`src/rtl/fixed_pkg.sv`:
```
// fixed_pkg: shared definitions for the signed Q16.16 fixed-point datapath.
//   FIXED_WIDTH / FIXED_FRAC_BITS : default operand width and fractional bits
//   fixed_t                       : Q16.16 container type
//   FIXED_MAX / FIXED_MIN_SYM     : symmetric saturation limits
//   div_state_t                   : sequential divider FSM states
package fixed_pkg;

    localparam int unsigned FIXED_WIDTH     = 32;
    localparam int unsigned FIXED_FRAC_BITS = 16;

    typedef logic [31:0] fixed_t;

    localparam fixed_t FIXED_MAX     = 32'h7FFF_FFFF;
    localparam fixed_t FIXED_MIN_SYM = 32'h8000_0001;

    typedef enum logic [1:0] {
        IDLE = 2'd0,
        CALC = 2'd1,
        DONE = 2'd2
    } div_state_t;

endpackage

```
`src/rtl/fixed_div_step.sv`:
```
// div_step: one radix-2 restoring-division step (combinational).
//   rem_in   : partial remainder, always < divisor
//   bit_in   : next dividend bit shifted into the remainder
//   divisor  : divisor magnitude (unsigned)
//   rem_out  : updated partial remainder
//   q_bit    : quotient bit produced by this step
module div_step
    import fixed_pkg::*;
#(
    parameter int unsigned WIDTH = FIXED_WIDTH
) (
    input  logic [WIDTH-1:0] rem_in,
    input  logic             bit_in,
    input  logic [WIDTH-1:0] divisor,
    output logic [WIDTH-1:0] rem_out,
    output logic             q_bit
);

    // One extra bit: the shifted remainder can reach 2*divisor-1.
    logic [WIDTH:0] shifted;

    always_comb begin
        shifted = {rem_in, bit_in};
        q_bit   = (shifted >= {1'b0, divisor});
        // When subtracting, the difference is below the divisor, so the
        // low WIDTH bits carry the whole result.
        rem_out = q_bit ? (shifted[WIDTH-1:0] - divisor) : shifted[WIDTH-1:0];
    end

endmodule

```
`src/rtl/fixed_div.sv`:
```
// fixed_div: sequential signed Q16.16 divider, out = (dividend << FRAC_BITS) / divisor.
// Sign-magnitude: divide magnitudes, truncate toward zero, re-apply sign.
// Radix-2 restoring, one quotient bit per clock, valid/ready on both sides.
// Ports:
//   clk, rst                   : clock, asynchronous active-high reset
//   in_valid/in_ready          : operand handshake (in_ready high only in IDLE)
//   in_dividend, in_divisor    : Q16.16 operands
//   out_valid/out_ready        : result handshake (result held until accepted)
//   out_quotient               : Q16.16 result
//   out_div_zero, out_overflow : status flags, valid with out_valid
// Build option FIXED_DIV_SAT_EN: saturate overflow and divide-by-zero results
// to the symmetric limits instead of wrapping / returning zero.
module fixed_div
    import fixed_pkg::*;
#(
    parameter int unsigned WIDTH     = FIXED_WIDTH,
    parameter int unsigned FRAC_BITS = FIXED_FRAC_BITS
) (
    input  logic             clk,
    input  logic             rst,
    input  logic             in_valid,
    output logic             in_ready,
    input  logic [WIDTH-1:0] in_dividend,
    input  logic [WIDTH-1:0] in_divisor,
    output logic             out_valid,
    input  logic             out_ready,
    output logic [WIDTH-1:0] out_quotient,
    output logic             out_div_zero,
    output logic             out_overflow
);

    localparam int unsigned ITERS = WIDTH + FRAC_BITS;
    localparam int unsigned CNT_W = $clog2(ITERS + 1);
    localparam logic [CNT_W-1:0] LAST_CNT = CNT_W'(ITERS);

`ifdef FIXED_DIV_SAT_EN
    localparam logic [WIDTH-1:0] SAT_POS = {1'b0, {(WIDTH-1){1'b1}}};
    localparam logic [WIDTH-1:0] SAT_NEG = {1'b1, {(WIDTH-2){1'b0}}, 1'b1};
`endif

    div_state_t        state_q, state_d;
    logic [CNT_W-1:0]  cnt_q, cnt_d;
    logic [ITERS-1:0]  dvd_q, dvd_d;
    logic [ITERS-1:0]  quot_q, quot_d;
    logic [WIDTH-1:0]  rem_q, rem_d;
    logic [WIDTH-1:0]  mag_b_q, mag_b_d;
    logic              sign_q, sign_d;
    logic [WIDTH-1:0]  out_quotient_q, out_quotient_d;
    logic              out_div_zero_q, out_div_zero_d;
    logic              out_overflow_q, out_overflow_d;

    logic [WIDTH-1:0]  step_rem;
    logic              step_qbit;
    logic [WIDTH-1:0]  mag_a;
    logic [WIDTH-1:0]  mag_b;
    logic              accept;
    logic              ovf;
    logic [WIDTH-1:0]  q_low;
    logic [WIDTH-1:0]  q_signed;

    div_step #(
        .WIDTH (WIDTH)
    ) u_step (
        .rem_in  (rem_q),
        .bit_in  (dvd_q[ITERS-1]),
        .divisor (mag_b_q),
        .rem_out (step_rem),
        .q_bit   (step_qbit)
    );

    assign in_ready     = (state_q == IDLE);
    assign out_valid    = (state_q == DONE);
    assign out_quotient = out_quotient_q;
    assign out_div_zero = out_div_zero_q;
    assign out_overflow = out_overflow_q;

    always_comb begin
        accept = in_valid && (state_q == IDLE);
        // Two's-complement magnitude as unsigned: the most negative value maps to 2^(WIDTH-1).
        mag_a  = in_dividend[WIDTH-1] ? (~in_dividend + 1'b1) : in_dividend;
        mag_b  = in_divisor[WIDTH-1]  ? (~in_divisor + 1'b1)  : in_divisor;

        // Any quotient bit at or above the sign position makes the magnitude unrepresentable.
        ovf      = |quot_q[ITERS-1:WIDTH-1];
        q_low    = quot_q[WIDTH-1:0];
        q_signed = sign_q ? (~q_low + 1'b1) : q_low;
    end

    always_comb begin
        state_d        = state_q;
        cnt_d          = cnt_q;
        dvd_d          = dvd_q;
        quot_d         = quot_q;
        rem_d          = rem_q;
        mag_b_d        = mag_b_q;
        sign_d         = sign_q;
        out_quotient_d = out_quotient_q;
        out_div_zero_d = out_div_zero_q;
        out_overflow_d = out_overflow_q;

        unique case (state_q)
            IDLE: begin
                if (accept) begin
                    sign_d  = in_dividend[WIDTH-1] ^ in_divisor[WIDTH-1];
                    mag_b_d = mag_b;
                    dvd_d   = {mag_a, {FRAC_BITS{1'b0}}};
                    quot_d  = '0;
                    rem_d   = '0;
                    cnt_d   = '0;
                    if (in_divisor == '0) begin
                        out_div_zero_d = 1'b1;
                        out_overflow_d = 1'b0;
`ifdef FIXED_DIV_SAT_EN
                        out_quotient_d = in_dividend[WIDTH-1] ? SAT_NEG : SAT_POS;
`else
                        out_quotient_d = '0;
`endif
                        state_d        = DONE;
                    end else begin
                        state_d = CALC;
                    end
                end
            end

            CALC: begin
                // ITERS shifting steps, then one formatting cycle that enters DONE.
                if (cnt_q == LAST_CNT) begin
                    out_div_zero_d = 1'b0;
                    out_overflow_d = ovf;
`ifdef FIXED_DIV_SAT_EN
                    out_quotient_d = ovf ? (sign_q ? SAT_NEG : SAT_POS) : q_signed;
`else
                    out_quotient_d = q_signed;
`endif
                    state_d        = DONE;
                end else begin
                    rem_d  = step_rem;
                    quot_d = {quot_q[ITERS-2:0], step_qbit};
                    dvd_d  = {dvd_q[ITERS-2:0], 1'b0};
                    cnt_d  = cnt_q + 1'b1;
                end
            end

            DONE: begin
                if (out_ready) begin
                    state_d = IDLE;
                end
            end

            default: state_d = IDLE;
        endcase
    end

    always_ff @(posedge clk or posedge rst) begin
        if (rst) begin
            state_q        <= IDLE;
            cnt_q          <= '0;
            dvd_q          <= '0;
            quot_q         <= '0;
            rem_q          <= '0;
            mag_b_q        <= '0;
            sign_q         <= 1'b0;
            out_quotient_q <= '0;
            out_div_zero_q <= 1'b0;
            out_overflow_q <= 1'b0;
        end else begin
            state_q        <= state_d;
            cnt_q          <= cnt_d;
            dvd_q          <= dvd_d;
            quot_q         <= quot_d;
            rem_q          <= rem_d;
            mag_b_q        <= mag_b_d;
            sign_q         <= sign_d;
            out_quotient_q <= out_quotient_d;
            out_div_zero_q <= out_div_zero_d;
            out_overflow_q <= out_overflow_d;
        end
    end

endmodule

```
`config.mk`:
```
export PLATFORM = sky130hd
export DESIGN_NAME = fixed_div
export DESIGN_NICKNAME = d
export VERILOG_FILES = /design/src/rtl/fixed_pkg.sv /design/src/rtl/fixed_div_step.sv /design/src/rtl/fixed_div.sv
export SDC_FILE = /design/constraint.sdc
export NUM_CORES = 1
export LEC_CHECK = 0
export CAP_MARGIN = 5
export CORE_UTILIZATION = 44
export CTS_CLUSTER_DIAMETER = 50
export DETAILED_ROUTE_END_ITERATION = 10
export PLACE_DENSITY = 0.7
export SETUP_SLACK_MARGIN = 0.5
export SLEW_MARGIN = 20
export SYNTH_ARGS = -nofsm -noshare
export SYNTH_HDL_FRONTEND = slang
export SYNTH_SLANG_ARGS = --single-unit
```
`constraint.sdc`:
```
create_clock -name clk -period 7.1 [get_ports clk]
set_clock_uncertainty 0.05 [all_clocks]
set_input_delay 1.42 -clock clk [delete_from_list [all_inputs] [get_ports clk]]
set_output_delay 1.42 -clock clk [all_outputs]
set_load 0.03 [all_outputs]
```
==> impl_results.html <==
<table>
<tr><th>Metric</th><th>Value</th></tr>
<tr><th colspan="2">Status</th></tr>
<tr><td>Outcome</td><td>complete, no violations</td></tr>
<tr><th colspan="2">STA</th></tr>
<tr><td>Endpoints failing hold</td><td>0</td></tr>
<tr><td>Minimum setup slack in the final design</td><td>2.715 ns</td></tr>
<tr><td>Maximum clock frequency</td><td>228.0 MHz</td></tr>
<tr><td>Final worst-path cycle share</td><td>61.77%</td></tr>
<tr><td>Setup repair after global routing missed its margin</td><td>no</td></tr>
<tr><td>Setup_tns</td><td>0 ns</td></tr>
<tr><td>Max Slew Vio Count</td><td>0</td></tr>
<tr><td>Final Setup Violations</td><td>0</td></tr>
<tr><td>Transition at the pin with the smallest max-transition slack</td><td>0.9706 ns</td></tr>
<tr><td>Minimum clock period</td><td>4.385 ns</td></tr>
<tr><td>Worst hold slack</td><td>0.4306 ns</td></tr>
<tr><td>Max transition margin</td><td>35.14%</td></tr>
<tr><th colspan="2">Worst hold path</th></tr>
<tr><td>Hold/Removal Path Class</td><td>reg -&gt; reg</td></tr>
<tr><td>Hold path startpoint</td><td>mag_b_q[20]</td></tr>
<tr><th colspan="2">Critical path</th></tr>
<tr><td>Arrival time of data at the critical path endpoint</td><td>4.62 ns</td></tr>
<tr><td>Type of destination of the critical path</td><td>register</td></tr>
<tr><td>Reg2reg path depth</td><td>10</td></tr>
<tr><td>Origin of the worst setup path</td><td>in_divisor[9]</td></tr>
<tr><td>Worst setup path class</td><td>in -&gt; reg</td></tr>
<tr><td>Capture point of the critical path</td><td>out_quotient[11]</td></tr>
<tr><td>R2R setup slack</td><td>3.57 ns</td></tr>
<tr><td>Startpoint types</td><td>input pin</td></tr>
<tr><td>Launching point of the worst reg2reg path</td><td>rem_q[2]</td></tr>
<tr><td>Critical Path RT</td><td>7.33 ns</td></tr>
<tr><td>Maximum fanout along the worst path</td><td>35</td></tr>
<tr><td>Reg-to-reg endpoint</td><td>rem_q[31]</td></tr>
<tr><th colspan="2">Layout</th></tr>
<tr><td>Area of the multi-input gates</td><td>6143 µm²</td></tr>
<tr><td>Count of fill cells added during filler insertion</td><td>2404</td></tr>
<tr><td>Design area</td><td>13170 µm²</td></tr>
<tr><td>Diode insertion count for antenna repair</td><td>0</td></tr>
<tr><td>Layout Utilization</td><td>52.43%</td></tr>
<tr><td>Storage cell area</td><td>4679 µm²</td></tr>
<tr><td>Final layout net count</td><td>1506</td></tr>
<tr><td>Area growth from synthesis to final layout</td><td>17.16%</td></tr>
<tr><td>Non-filler instance count after layout</td><td>1743</td></tr>
<tr><td>Fraction of final layout cells with drive strength greater than 1</td><td>4.742%</td></tr>
<tr><th colspan="2">Placed design</th></tr>
<tr><td>Routability Congestion</td><td>0.8980</td></tr>
<tr><td>Number of I/O port buffers</td><td>103</td></tr>
<tr><td>Count of placed standard cells including taps</td><td>1711</td></tr>
<tr><td>Worst setup timing slack at the placement stage</td><td>2.253 ns</td></tr>
<tr><td>Placed Instance Area</td><td>12550 µm²</td></tr>
<tr><td>Total half-perimeter wirelength after legalization and detailed placement</td><td>17.92 mm</td></tr>
<tr><th colspan="2">Die</th></tr>
<tr><td>Count of boundary I/O pins</td><td>104</td></tr>
<tr><td>Vertical die dimension</td><td>161.8 µm</td></tr>
<tr><td>Die area</td><td>26180 µm²</td></tr>
<tr><td>Horizontal extent of the die</td><td>161.8 µm</td></tr>
<tr><td>Core area</td><td>25110 µm²</td></tr>
<tr><td># rows</td><td>58</td></tr>
<tr><td>Effective utilization at floorplan</td><td>44.75%</td></tr>
<tr><th colspan="2">Global route</th></tr>
<tr><td>Pin count of the biggest net entering global routing</td><td>105</td></tr>
<tr><td>Total routing resource utilization after global routing</td><td>20.31%</td></tr>
<tr><td>Via count of the first global-routing pass</td><td>9113</td></tr>
<tr><td>Antenna violations before repair</td><td>0</td></tr>
<tr><td>Remaining Overflow, GRT</td><td>0</td></tr>
<tr><td>First-pass GRT wire length</td><td>44.04 mm</td></tr>
<tr><th colspan="2">Route</th></tr>
<tr><td>DRT Wirelength</td><td>25.58 mm</td></tr>
<tr><td>Number of nets with antenna violations after routing</td><td>0</td></tr>
<tr><td>Post-DR wirelength/cell</td><td>14.68 µm</td></tr>
<tr><td>Total via count in the routed design</td><td>9610</td></tr>
<tr><td>Number of design-rule violations left by the first detailed-router iteration</td><td>807</td></tr>
<tr><td>Per-cell via count in the routed design</td><td>5.513</td></tr>
<tr><td>First-pass iteration count of the detailed router</td><td>5</td></tr>
<tr><td>DRC violation count after routing</td><td>0</td></tr>
<tr><th colspan="2">Clock network</th></tr>
<tr><td>CTS Hold Buffers Added</td><td>0</td></tr>
<tr><td>CTS max path bufs</td><td>2</td></tr>
<tr><td>Number of levels the H-tree was split into</td><td>4</td></tr>
<tr><td>Num Clock Sinks</td><td>187</td></tr>
<tr><td>Total CTS buffers</td><td>17</td></tr>
<tr><td>Number of instances resized during post-cts repair</td><td>0</td></tr>
<tr><td>Clk Tree Root Cell</td><td>sky130_fd_sc_hd__clkbuf_16</td></tr>
<tr><td>Register clock-pin slew on the reported worst setup and hold paths</td><td>0.08 ns</td></tr>
<tr><td>Insertion delay of the later-clocked pin in the worst-skew pair</td><td>0.44 ns</td></tr>
<tr><td>Clock tree from TritonCTS</td><td>done</td></tr>
<tr><td>Setup fix buffers added after clock tree synthesis</td><td>0</td></tr>
<tr><th colspan="2">Synth</th></tr>
<tr><td>Post-synthesis area per instance</td><td>8.417 µm²</td></tr>
<tr><td>Register bit total from synthesis</td><td>187</td></tr>
<tr><td>Combined area of all synthesized cells</td><td>11240 µm²</td></tr>
<tr><td>Count of distinct cell types in the synthesized netlist</td><td>57</td></tr>
<tr><td>Share of async-settable or async-resettable flops after synthesis</td><td>100.0%</td></tr>
<tr><td>Yosys synthesis warning count</td><td>0</td></tr>
<tr><td>Nets in the synthesized netlist</td><td>1441</td></tr>
<tr><td>Number of enable flip-flop cells after synthesis</td><td>0</td></tr>
<tr><td>Sequential cell area fraction in the yosys report</td><td>41.64%</td></tr>
<tr><td>Commonest register cell after synthesis</td><td>sky130_fd_sc_hd__dfrtp_1</td></tr>
<tr><td>Mapped Cells</td><td>1335</td></tr>
<tr><th colspan="2">Power</th></tr>
<tr><td>Pwr per Cell Area</td><td>485.9 nW/µm²</td></tr>
<tr><td>Power Total</td><td>6.397 mW</td></tr>
<tr><td>Leakage power</td><td>5.839 nW</td></tr>
<tr><td>Worst IR Drop VDD</td><td>0.0002315 V</td></tr>
<tr><th colspan="2">Flow run</th></tr>
<tr><td>Count of maximum capacitance violations</td><td>0</td></tr>
</table>
[cell usage in the layout (no fill, tap or decap), types with 7 or more instances in the layout]
cell type                           n
sky130_fd_sc_hd__a211oi_1           9
sky130_fd_sc_hd__a21oi_1           59
sky130_fd_sc_hd__a32oi_1           14
sky130_fd_sc_hd__buf_4             13
sky130_fd_sc_hd__clkbuf_16         17
sky130_fd_sc_hd__clkdlybuf4s50_1  103
sky130_fd_sc_hd__dfrtp_1          187
sky130_fd_sc_hd__ha_1              37
sky130_fd_sc_hd__inv_1             48
sky130_fd_sc_hd__mux2i_1           16
sky130_fd_sc_hd__nand2_1          262
sky130_fd_sc_hd__nand2b_1           9
sky130_fd_sc_hd__nand3_1           68
sky130_fd_sc_hd__nand4_1           13
sky130_fd_sc_hd__nor2_1            62
sky130_fd_sc_hd__nor3_1            22
sky130_fd_sc_hd__nor4_1            10
sky130_fd_sc_hd__o21ai_0          153
sky130_fd_sc_hd__o21ai_1           17
sky130_fd_sc_hd__o311ai_0           7
sky130_fd_sc_hd__o31ai_1           29
sky130_fd_sc_hd__o41ai_1           14
sky130_fd_sc_hd__or2_2              8
sky130_fd_sc_hd__or3_1             16
sky130_fd_sc_hd__or4_1             12
sky130_fd_sc_hd__xnor2_1           28
sky130_fd_sc_hd__xor2_1            88
[layout make-up]
| type | instances | area share [%] |
|---|---|---|
| clock buffer | 17 | 3.231 |
| clock inverter | 15 | 1.416 |
| inverter | 49 | 1.435 |
| multi-input combinational | 1029 | 46.66 |
| sequential | 187 | 35.54 |
| tap | 330 | 3.136 |
| timing repair buffer | 116 | 8.573 |
[worst min path at each step]
stage	endpoint	cells after the start
3_3_place_gp	dvd_q[30]	2
2_1_floorplan	dvd_q[42]	2
5_1_grt	mag_b_q[8]	2
4_1_cts	mag_b_q[8]	2
6_report	mag_b_q[20]	2
3_5_place_dp	mag_b_q[8]	2
[cells in the mapped netlist (all sizes together) (2+ instances only)]
cell     instances  share of area (%)
nor4            10               0.56
mux2i           16                1.4
a31oi            6               0.33
nand4b           3               0.23
o221ai           2               0.16
nor2b            6               0.33
nor2            64                2.1
a21o             6               0.40
o22ai            5               0.28
buf             15               0.72
nand3b           4               0.27
xor2            88                6.9
o41ai           15                1.2
and4             4               0.31
or2              9               0.52
xnor2           28                2.2
and2             5               0.28
or4             12               0.80
inv             49                1.6
or3             17               0.99
and3             4               0.22
a2111oi          2               0.16
nand3           68                3.0
ha              37                4.1
nand4           13               0.72
clkbuf          55                1.8
o21a             2               0.13
a211oi           9               0.60
o211ai           6               0.40
o31ai           29                1.9
nand2          264                8.8
o311ai           7               0.55
a32oi           14                1.1
nor3            22               0.98
a21oi           59                2.6
o32ai            2               0.22
o21ai          170                7.6
nand2b           9               0.50
o21bai           2               0.13
dfrtp          187                 42
[per-layer routing]
layer | vias up | GRT usage, % | part of all wire [%]
li1 | 4831 | - | -
met1 | 4540 | 28.82 | 49
met2 | 222 | 32.70 | 46
met3 | 17 | 2.783 | 4.4
met4 | 0 | 5.017 | 0.98
met5 | - | 0 | 0
[worst max-delay path, cell delays in order]
cell	delay (ns)
sky130_fd_sc_hd__clkdlybuf4s50_1	0.48
sky130_fd_sc_hd__nor4_1	0.54
sky130_fd_sc_hd__or4b_4	0.57
sky130_fd_sc_hd__or3b_4	0.40
sky130_fd_sc_hd__or2_4	0.29
sky130_fd_sc_hd__nor3b_4	0.32
sky130_fd_sc_hd__o32ai_4	0.11
sky130_fd_sc_hd__buf_4	0.27
sky130_fd_sc_hd__nand2_1	0.11
sky130_fd_sc_hd__o21ai_0	0.08
[where the power goes]
group          internal (mW)  switching, mW
Combinational           1.39           2.25
Clock                  0.485          0.493
Sequential              1.47          0.317
[kinds of logic after synthesis]
kind of cell    synth area share, %
flops                         41.64
fa+ha+maj                     4.298
compound gates                18.29
xor+xnor                      9.041
mux                           1.425
buf+inv                       4.198
simple gates                  21.10
[state kept, by name, summed over array words and instances, names as in the netlist]
signal	count
out_overflow	1
cnt_q	6
quot_q	48
mag_b_q	32
out_quotient	32
state_q	2
dvd_q	32
out_div_zero	1
sign_q	1
rem_q	32
(Power assumes the default switching activity.)
